$ cat config.mk
export PLATFORM = sky130hd
export DESIGN_NAME = food_placer
export DESIGN_NICKNAME = d
export VERILOG_FILES = /design/src/rtl/food_placer.sv
export SDC_FILE = /design/constraint.sdc
export NUM_CORES = 1
export LEC_CHECK = 0
export CAP_MARGIN = 20
export CORE_MARGIN = 1
export CORE_UTILIZATION = 40
export DETAILED_ROUTE_END_ITERATION = 6
export PLACE_DENSITY = 0.68
export SYNTH_ARGS = -nofsm -noshare
export SYNTH_HDL_FRONTEND = slang
export SYNTH_SLANG_ARGS = --single-unit
$ cat constraint.sdc
create_clock -name clock -period 6.9 [get_ports clock]
set_input_delay 1.38 -clock clock [delete_from_list [all_inputs] [get_ports clock]]
set_output_delay 1.38 -clock clock [all_outputs]
set_load 0.01 [all_outputs]
$ cat src/rtl/food_placer.sv
// Food placement engine: draws a random grid candidate, scans every snake segment
// for an exact overlap and retries on collision until a free cell or MAX_TRIES.
module food_placer #(
    parameter int MAX_LEN   = 64,
    parameter int ADDR_W    = 6,
    parameter int MAX_TRIES = 16,
    parameter int INIT_X    = 500,
    parameter int INIT_Y    = 300
) (
    input  logic              clock,
    input  logic              reset_n,
    input  logic              place_req,
    input  logic [11:0]       rand_x,
    input  logic [10:0]       rand_y,
    input  logic [ADDR_W:0]   snake_len,
    output logic [ADDR_W-1:0] seg_addr,
    input  logic [11:0]       seg_x,
    input  logic [10:0]       seg_y,
    output logic              busy,
    output logic [11:0]       food_x,
    output logic [10:0]       food_y,
    output logic              food_valid,
    output logic              done,
    output logic              fail,
    output logic [4:0]        tries
);

    typedef enum logic [2:0] {IDLE, SAMPLE, SCAN, COMMIT, FAIL} state_t;

    localparam logic [ADDR_W:0] LEN_CAP = (ADDR_W+1)'(MAX_LEN);
    localparam logic [4:0]      TRY_CAP = 5'(MAX_TRIES);

    function automatic logic [ADDR_W:0] clamp_len(input logic [ADDR_W:0] len);
        return (len > LEN_CAP) ? LEN_CAP : len;
    endfunction

    state_t            state;
    logic [11:0]       cand_x;
    logic [10:0]       cand_y;
    logic [ADDR_W:0]   len_q;
    logic [ADDR_W:0]   len_now;
    logic [ADDR_W:0]   last_idx;
    logic [ADDR_W-1:0] rd_idx_p1;
    logic              vld_p1;
    logic              hit;
    logic              at_last;

    assign len_now  = clamp_len(snake_len);
    assign last_idx = len_q - (ADDR_W+1)'(1);

    // Stage p1: RAM data now on seg_x/seg_y belongs to rd_idx_p1 when vld_p1 is set
    assign hit     = vld_p1 && (seg_x == cand_x) && (seg_y == cand_y);
    assign at_last = vld_p1 && ({1'b0, rd_idx_p1} == last_idx);

    // Candidate is pure data; it is only meaningful after a SAMPLE cycle.
    always_ff @(posedge clock) begin
        if (state == SAMPLE) begin
            cand_x <= rand_x;
            cand_y <= rand_y;
        end
    end

    always_ff @(posedge clock or negedge reset_n) begin
        if (!reset_n) begin
            state      <= IDLE;
            food_x     <= 12'(INIT_X);
            food_y     <= 11'(INIT_Y);
            food_valid <= 1'b1;
            busy       <= 1'b0;
            done       <= 1'b0;
            fail       <= 1'b0;
            seg_addr   <= '0;
            tries      <= '0;
            len_q      <= '0;
            rd_idx_p1  <= '0;
            vld_p1     <= 1'b0;
        end else begin
            done      <= 1'b0;
            fail      <= 1'b0;
            rd_idx_p1 <= seg_addr;
            vld_p1    <= (state == SCAN);
            case (state)
                IDLE: begin
                    if (place_req) begin
                        state      <= SAMPLE;
                        busy       <= 1'b1;
                        food_valid <= 1'b0;
                        tries      <= '0;
                    end
                end
                SAMPLE: begin
                    len_q    <= len_now;
                    tries    <= tries + 5'd1;
                    seg_addr <= '0;
                    state    <= (len_now == '0) ? COMMIT : SCAN;
                end
                SCAN: begin
                    // Address runs ahead of the compare by one cycle and parks on the last segment.
                    if ({1'b0, seg_addr} < last_idx) begin
                        seg_addr <= seg_addr + ADDR_W'(1);
                    end
                    if (hit) begin
                        state <= (tries >= TRY_CAP) ? FAIL : SAMPLE;
                    end else if (at_last) begin
                        state <= COMMIT;
                    end
                end
                COMMIT: begin
                    food_x     <= cand_x;
                    food_y     <= cand_y;
                    food_valid <= 1'b1;
                    done       <= 1'b1;
                    busy       <= 1'b0;
                    state      <= IDLE;
                end
                FAIL: begin
                    food_valid <= 1'b1;
                    fail       <= 1'b1;
                    busy       <= 1'b0;
                    state      <= IDLE;
                end
                default: state <= IDLE;
            endcase
        end
    end

endmodule
== Yosys cells after proc, flatten, opt, wreduce, memory -nomap -nowiden ==
Cells that the tools add are included.
Word-level totals
  flip-flop bits (word level): 78
  bits of input ports: 56
  output and inout bits: 38
  word-level logic and storage cells: 60
Operators by class
  $add $sub $neg: 3
  order comparisons: 3
  equal/unequal tests: 10
  multiplexer cells: 17
  reductions and logical operators: 13
Operator list (number)
  $eq A12 B12 Y1: 1
  $mux W3: 4
  $pmux W6 S2: 1
  $eq A11 B11 Y1: 1
  $pmux W5 S2: 1
  $pmux W3 S3: 1
  $reduce_and A2 Y1: 4
  $eq A6 B7 Y1: 1
  $gt A7 B7 Y1 const B: 1
  $logic_not A7 Y1: 1
  $lt A6 B7 Y1: 1
  $mux W7: 1
  $sub A7 B1 Y7 const B: 1
  $add A6 B1 Y6 const B: 1
  $eq A3 B2 Y1 const B: 2
  $mux W6: 1
  $reduce_bool A2 Y1: 3
  $add A5 B1 Y5 const B: 1
  $ge A5 B5 Y1 const B: 1
  $mux W1: 5
  $mux W5: 1
  $pmux W1 S2: 2
  $eq A3 B1 Y1 const B: 1
  $eq A3 B3 Y1 const B: 1
  other kinds (6): 8

== Depth between registers and ports, before layout ==
Gate-level depths: netlist (run 1).
  depth in word-level cells: 6
  depth in mapped cells: 10
  mapped depth without buffers: 10

== Worst setup path before layout (run 1) ==
Ideal clock, no wire load.
  path type: input port to flip-flop
  start point: input port seg_y[1]
  end point: register state[0]
  library setup time: 0.104 ns
  arrival time: 2.489 ns
  data required time: 6.796 ns
  slack: 4.307 ns
  stages: 5
  path buffers: 0
  cell sequence: xor2_1 nor4_1 nand4_1 o32a_1 a221oi_1
On the way
  cells in the longest elaborated chain, start to end: 4
  elaborated cells between the ends (all ways): 6
  classes of those cells: eq/ne (2); mux (2); reduce/logical (2)
RTL lines
  start: declaration: line 18  | input logic [10:0] seg_y,
  $eq A11 B11 Y1 (*): line 52  | assign hit = vld_p1 && (seg_x == cand_x) && (seg_y == cand_y);
  $logic_and A1 B1 Y1 (*): line 52
  $mux W3 / $ne A3 B3 Y1 (equally long branches)
  $pmux W3 S3 / $reduce_and A2 Y1 (equally long branches)
  end signal: assignment: line 95  | state <= (len_now == '0) ? COMMIT : SCAN;
  end signal: assignment: line 103  | state <= (tries >= TRY_CAP) ? FAIL : SAMPLE;
  end: declaration: line 37  | state_t state;
Every way passes the cells marked *; elsewhere a longest branch is shown, timed or not.
A chain may end at the register's enable or synchronous reset.

== Worst setup path in the final report (run 1) ==
Same ends and word-level chain as after synthesis.

==> results of run 1 <==
how the worst max path moves through the flow:
stage,start,to,slack [ns],cells after the start
2_1_floorplan,seg_y[1],state[0]$_DFFE_PN0P_,4.31,5
3_3_place_gp,seg_y[1],state[0]$_DFFE_PN0P_,3.61,6
3_5_place_dp,seg_y[1],state[0]$_DFFE_PN0P_,3.46,6
4_1_cts,seg_y[1],state[0]$_DFFE_PN0P_,3.84,6
5_1_grt,seg_y[1],state[0]$_DFFE_PN0P_,3.70,6
6_report,seg_y[1],state[0]$_DFFE_PN0P_,3.81,6
worst max-delay path: stages:
cell	delay [ns]
clkdlybuf4s50_1	0.43
xor2_1	0.16
nor4_1	0.47
nand4_1	0.24
o32a_1	0.38
a221oi_1	0.27
layer usage:
| layer | share of wire, % | global-route usage, % | routed length (um) |
|---|---|---|---|
| met1 | 46 | 22.1 | 3520 |
| met4 | 2.1 | 8.38 | 160 |
| met3 | 4.2 | 3.61 | 323 |
| met2 | 48 | 28.0 | 3710 |
| met5 | 0 | 0 | 0 |
registers in the layout, summed over array words and instances, names as in the netlist:
signal	count
cand_x	12
food_x	12
cand_y	11
food_y	11
len_q	7
rd_idx_p1	6
seg_addr	6
tries	5
state	3
busy	1
done	1
fail	1
food_valid	1
vld_p1	1
layout by cell type (no fill, tap or decap), types with 6 or more instances in the layout:
| cell type | count |
|---|---|
| o21ai_0 | 14 |
| xnor2_1 | 8 |
| inv_1 | 12 |
| nand2_1 | 21 |
| nor2_1 | 6 |
| nand3_1 | 7 |
| dfrtp_1 | 44 |
| clkdlybuf4s50_1 | 92 |
| xor2_1 | 24 |
| nand2b_1 | 12 |
| a21oi_1 | 7 |
| ha_1 | 9 |
| nor4_1 | 9 |
| mux2_2 | 23 |
| clkbuf_8 | 9 |
| dfstp_2 | 11 |
| edfxtp_1 | 23 |
power groups by stage:
stage          combinational, uW  sequential, uW  clock, uW
3_5_place_dp                 803             811          0
2_1_floorplan                463             816          0
3_3_place_gp                 787             806          0
6_report                     807             803        318
5_1_grt                      881             828        347
4_1_cts                      805             803        327
cell type report:
| type | instances | area share (%) |
|---|---|---|
| Sequential cell | 78 | 43.1 |
| Multi-Input combinational cell | 187 | 29.4 |
| Timing Repair Buffer | 96 | 20.0 |
| Tap cell | 108 | 2.80 |
| Clock buffer | 9 | 2.56 |
| Clock inverter | 7 | 1.19 |
| Inverter | 12 | 0.932 |
through the flow:
stage / std cells / power, uW
2_1_floorplan: 285 / 1280
3_3_place_gp: 480 / 1590
3_5_place_dp: 480 / 1610
4_1_cts: 496 / 1940
5_1_grt: 497 / 2060
6_report: 497 / 1930
cell families (layout without fill, tap and decap cells):
kind of cell | after synthesis | in the layout | synth area share (%)
flops | 78 | 78 | 57.9
fa+ha+maj | 9 | 9 | 3.13
simple gates | 80 | 80 | 12.5
xor+xnor | 33 | 33 | 8.43
mux | 28 | 28 | 8.60
buf+inv | 20 | 124 | 2.54
compound gates | 37 | 37 | 6.83
==> flow_metrics.py, run 1 <==
metrics = {
    "floorplan": {
        "dieArea_um2": 9360,
        "chipHeight_um": 96.8,
        "dieWidth_um": 96.8,
        "start_util_pct": 41.2,
        "coreArea_um2": 8720,
        "io_pins": 94,
        "row_count": 34,
    },
    "pwr": {
        "clkPwrFrac_pct": 16.5,
        "p_int_uw": 1250,
        "pwr-share-comb_pct": 41.8,
        "seqPwrFrac_pct": 41.7,
        "power-per-cell-area_nw_per_um2": 399,
        "leakage_uw": 0.00199,
        "switching_power_uw": 677,
        "swShare_pct": 35.1,
        "ir_drop_mv": 0.170,
    },
    "critical_path": {
        "reg2reg_depth": 10,
        "worst-setup-path-type": "input port to flop",
        "critical_path_required_ns": 7.14,
        "cp-end-kind": "flop",
        "start_kind": "input port",
        "worstReg2RegStart": "len_q[0]$_DFFE_PN0P_",
        "r2r_slack_ns": 4.08,
        "cp_data_arrival_time_ns": 3.33,
        "regToRegEndpoint": "seg_addr[5]$_DFFE_PN0P_",
        "cp_max_fo": 4,
    },
    "yosys": {
        "synth_commonest_cells": "dfrtp_1, xor2_1, edfxtp_1, mux2_2, nand2_1",
        "synth_edf_count": 23,
        "yosysMostFrequentCell": "dfrtp_1",
        "synthesis.area_um2": 3590,
        "synth.distinct_cells": 42,
        "netlist_instances": 285,
        "synth_top_area_cell": "dfrtp_1",
        "yosysTopAreaCellShare_pct": 30.7,
        "synth_warnings": 0,
        "ys.flop_type": "dfrtp_1",
        "ys_top_cells_by_area": "dfrtp_1, edfxtp_1, dfstp_2",
        "synth.avg_cell_area_um2": 12.6,
        "yosysSeqAreaShare_pct": 57.9,
        "async_reset_ff_share_pct": 70.5,
        "synth.ff_latch_count": 78,
        "synth_nets": 350,
    },
    "clock_network": {
        "cts_buffer_depth": 2,
        "clockRootBuffer": "clkbuf_8",
        "cts-resized-gates": 0,
        "cts_buffers": 9,
        "cts_tree": "done",
        "htree_num_levels": 3,
        "clk_latency_ns": 0.35,
        "post_cts_buffers": 0,
        "holdBufCountCts": 0,
        "cts_sinks": 78,
        "clkTransAtPathRegs_ns": 0.08,
    },
    "cells_and_area": {
        "drive_above_1_share_pct": 14.9,
        "final_area_um2": 4830,
        "antenna_cells": 0,
        "finalNetCount": 449,
        "postLayoutCoreUtil_pct": 55.4,
        "multi_input_area_um2": 1420,
        "nFillCells": 721,
        "syn_to_final_growth_pct": 34.5,
        "seqCellArea_um2": 2080,
    },
    "place": {
        "gp_congestion": 0.806,
        "dp_hpwl_mm": 5.52,
        "portBuffers": 93,
        "placedInstanceArea_um2": 4620,
        "pre_cts_slack_ns": 3.46,
    },
    "worst_hold_path": {
        "min_from": "seg_addr[5]$_DFFE_PN0P_",
        "hp-class": "flop to flop",
        "hold_end": "rd_idx_p1[5]$_DFF_PN0_",
        "holdPathStages": 0,
    },
    "grt": {
        "grt_pass1_vias": 2511,
        "grt.total_usage_pct": 17.3,
        "antenna_found_initial": 0,
        "grt_overflow_total": 0,
        "grt_first_pass_wirelength_mm": 12.6,
        "grt_max_degree": 56,
    },
    "timing": {
        "fin_crit_sh_pct": 44.7,
        "holdWs_ns": 0.456,
        "fin_skew_ns": 0.00791,
        "grt_setup_unrepaired": "no",
        "setup_slack_ns": 3.81,
        "fmax_mhz": 324,
        "hold_viol_final": 0,
        "slew_headroom_pct": 51.6,
        "setup-violations-final": 0,
        "finalMaxSlewViolations": 0,
        "worst_pin_slew_ns": 0.727,
        "post-route-min-period_ns": 3.09,
        "tns_ns": 0,
    },
    "drt": {
        "post_drt_wl_per_cell_um": 15.5,
        "drt_iter0_drc": 114,
        "antenna_left": 0,
        "firstDrtPassIters": 4,
        "drc": 0,
        "via_count": 2501,
        "routed_wl_mm": 7.72,
        "via_per_inst": 5.03,
    },
    "flow_run": {
        "max_cap_violations": 0,
    },
    "run_status": {
        "status": "finished clean",
    },
}
No activity file was read; power rests on OpenSTA's default activity.
==> run 2: changes to the inputs <==
==> constraint.sdc (replaced) <==
create_clock -name clock -period 3.1 [get_ports clock]
set_input_delay 0.62 -clock clock [delete_from_list [all_inputs] [get_ports clock]]
set_output_delay 0.62 -clock clock [all_outputs]
set_load 0.01 [all_outputs]
==> run 2 against run 1 <==
- critical path depth up 4
- first-iteration DRC count down 3.5%
- die area unchanged
- clock skew up 0.0053 ns
- sequential power up 120%
- final cell count up 0.40%
- sequential cell count unchanged
- worst hold slack worse by 0.24 ns
- non-clock buffer count up 2
- power up 120%
- via count up 0.92%
- largest power group unchanged
==> flow_metrics.py, run 2 (same netlist as run 1, synthesis figures left out) <==
metrics = {
    "run_status": {
        "status": "finished clean",
    },
    "pwr": {
        "swShare_pct": 35.1,
        "seqPwrFrac_pct": 41.1,
        "switching_power_uw": 1520,
        "pwr-share-comb_pct": 42.2,
        "clkPwrFrac_pct": 16.7,
        "leakage_uw": 0.00200,
        "ir_drop_mv": 0.370,
        "power-per-cell-area_nw_per_um2": 893,
        "power_uw": 4330,
        "p_int_uw": 2810,
    },
    "clock_network": {
        "holdBufCountCts": 0,
        "clk_latency_ns": 0.36,
        "cts_sinks": 78,
        "cts_buffers": 9,
        "htree_num_levels": 3,
        "cts_buffer_depth": 2,
        "post_cts_buffers": 0,
        "clockRootBuffer": "clkbuf_8",
        "clkTransAtPathRegs_ns": 0.09,
        "cts_tree": "done",
        "cts-resized-gates": 0,
    },
    "critical_path": {
        "reg2reg_depth": 10,
        "cp-end-kind": "flop",
        "regToRegEndpoint": "seg_addr[4]$_DFFE_PN0P_",
        "critical_path_required_ns": 3.37,
        "start_kind": "flop",
        "worst-setup-path-type": "flop to flop",
        "worstReg2RegStart": "len_q[0]$_DFFE_PN0P_",
        "r2r_slack_ns": 0.34,
        "cp_data_arrival_time_ns": 3.02,
        "cp_max_fo": 6,
    },
    "timing": {
        "finalMaxSlewViolations": 0,
        "fmax_mhz": 363,
        "hold_viol_final": 0,
        "worst_pin_slew_ns": 0.504,
        "fin_skew_ns": 0.0132,
        "post-route-min-period_ns": 2.76,
        "fin_crit_sh_pct": 88.9,
        "grt_setup_unrepaired": "no",
        "setup-violations-final": 0,
        "tns_ns": 0,
        "slew_headroom_pct": 66.4,
    },
    "floorplan": {
        "dieArea_um2": 9360,
        "io_pins": 94,
        "coreArea_um2": 8720,
        "chipHeight_um": 96.8,
        "dieWidth_um": 96.8,
        "start_util_pct": 41.2,
        "row_count": 34,
    },
    "grt": {
        "antenna_found_initial": 0,
        "grt_max_degree": 36,
        "grt_first_pass_wirelength_mm": 13.0,
        "grt.total_usage_pct": 17.7,
        "grt_overflow_total": 0,
        "grt_pass1_vias": 2551,
    },
    "drt": {
        "routed_wl_mm": 7.79,
        "drc": 0,
        "via_per_inst": 5.06,
        "post_drt_wl_per_cell_um": 15.6,
        "firstDrtPassIters": 4,
        "via_count": 2524,
        "drt_iter0_drc": 110,
        "antenna_left": 0,
    },
    "cells_and_area": {
        "top_regs": "cand_x x12, food_x x12",
        "syn_to_final_growth_pct": 35.0,
        "antenna_cells": 0,
        "finalNetCount": 451,
        "final_cells": 499,
        "final_common_cell": "clkdlybuf4s50_1",
        "mostFrequentLayoutCells": "clkdlybuf4s50_1, dfrtp_1, xor2_1",
        "drive_above_1_share_pct": 15.3,
    },
    "place": {
        "portBuffers": 93,
        "gp_congestion": 0.804,
        "dp_hpwl_mm": 5.61,
        "dp_cells": 482,
    },
    "worst_hold_path": {
        "hp-class": "input port to asynchronous set/reset pin",
    },
    "flow_run": {
        "max_cap_violations": 0,
    },
}
-- run 2: changes by cell type in the layout (fill, tap and decap cells not counted) --
cell,before,now
buf_8,0,1
buf_16,1,0
buf_12,0,1
buf_4,2,3
inv_6,2,5
clkinvlp_4,2,0
clkinv_4,1,0
-- run 2: layout make-up --
| type | instances | area [um2] |
|---|---|---|
| clock buffer | 9 | 124 |
| clock inverter | 7 | 60.1 |
| fill | 743 | 3870 |
| inverter | 12 | 45.0 |
| multi-input combinational | 187 | 1420 |
| sequential | 78 | 2080 |
| tap | 108 | 135 |
| timing repair buffer | 98 | 983 |
-- run 2: through the flow --
stage | instance area (um2) | worst slack, ns | hold slack (ns) | utilization, %
2_1_floorplan | 3590 | 0.557 | 0.324 | -
3_3_place_gp | 4650 | 0.426 | 0.436 | 53.3
3_5_place_dp | 4650 | 0.348 | 0.444 | 53.3
4_1_cts | 4830 | 0.333 | 0.228 | 55.4
5_1_grt | 4850 | 0.0476 | 0.248 | 55.6
6_report | 4850 | 0.343 | 0.214 | 55.6
-- run 2: power groups by stage --
stage,Combinational [uW],Sequential (uW),Clock (uW)
2_1_floorplan,1030,1820,0
3_3_place_gp,1810,1780,0
3_5_place_dp,1830,1790,0
4_1_cts,1840,1780,744
5_1_grt,2010,1840,789
6_report,1830,1780,724
-- run 2: worst max-delay path by stage --
| stage | depth (start not counted) | endpoint | from | slack (ns) |
|---|---|---|---|---|
| 3_3_place_gp | 10 | seg_addr[5]$_DFFE_PN0P_ | len_q[0]$_DFFE_PN0P_ | 0.43 |
| 6_report | 10 | seg_addr[4]$_DFFE_PN0P_ | len_q[0]$_DFFE_PN0P_ | 0.34 |
| 3_5_place_dp | 10 | seg_addr[4]$_DFFE_PN0P_ | len_q[0]$_DFFE_PN0P_ | 0.35 |
| 4_1_cts | 10 | seg_addr[4]$_DFFE_PN0P_ | len_q[0]$_DFFE_PN0P_ | 0.33 |
| 2_1_floorplan | 10 | seg_addr[4]$_DFFE_PN0P_ | len_q[0]$_DFFE_PN0P_ | 0.56 |
| 5_1_grt | 10 | seg_addr[4]$_DFFE_PN0P_ | len_q[0]$_DFFE_PN0P_ | 0.05 |
-- run 2: worst max-delay path, cell delays in order, from the launching register on --
cell and delay [ns]:
dfrtp_1 0.43, inv_1 0.09, ha_1 0.30, nor3b_1 0.37, xnor2_1 0.16, ha_1 0.26
a21o_1 0.18, a21o_1 0.18, o211a_1 0.24, nor3_1 0.23, mux2i_1 0.23
-- run 2: routing by layer --
layer / vias up / track usage, % / part of all wire, %
met3: 16 / 3.40 / 4.4
met4: 0 / 7.92 / 2.5
li1: 1216 / - / -
met1: 1221 / 23.9 / 46
met5: - / 0 / 0
met2: 71 / 27.7 / 47
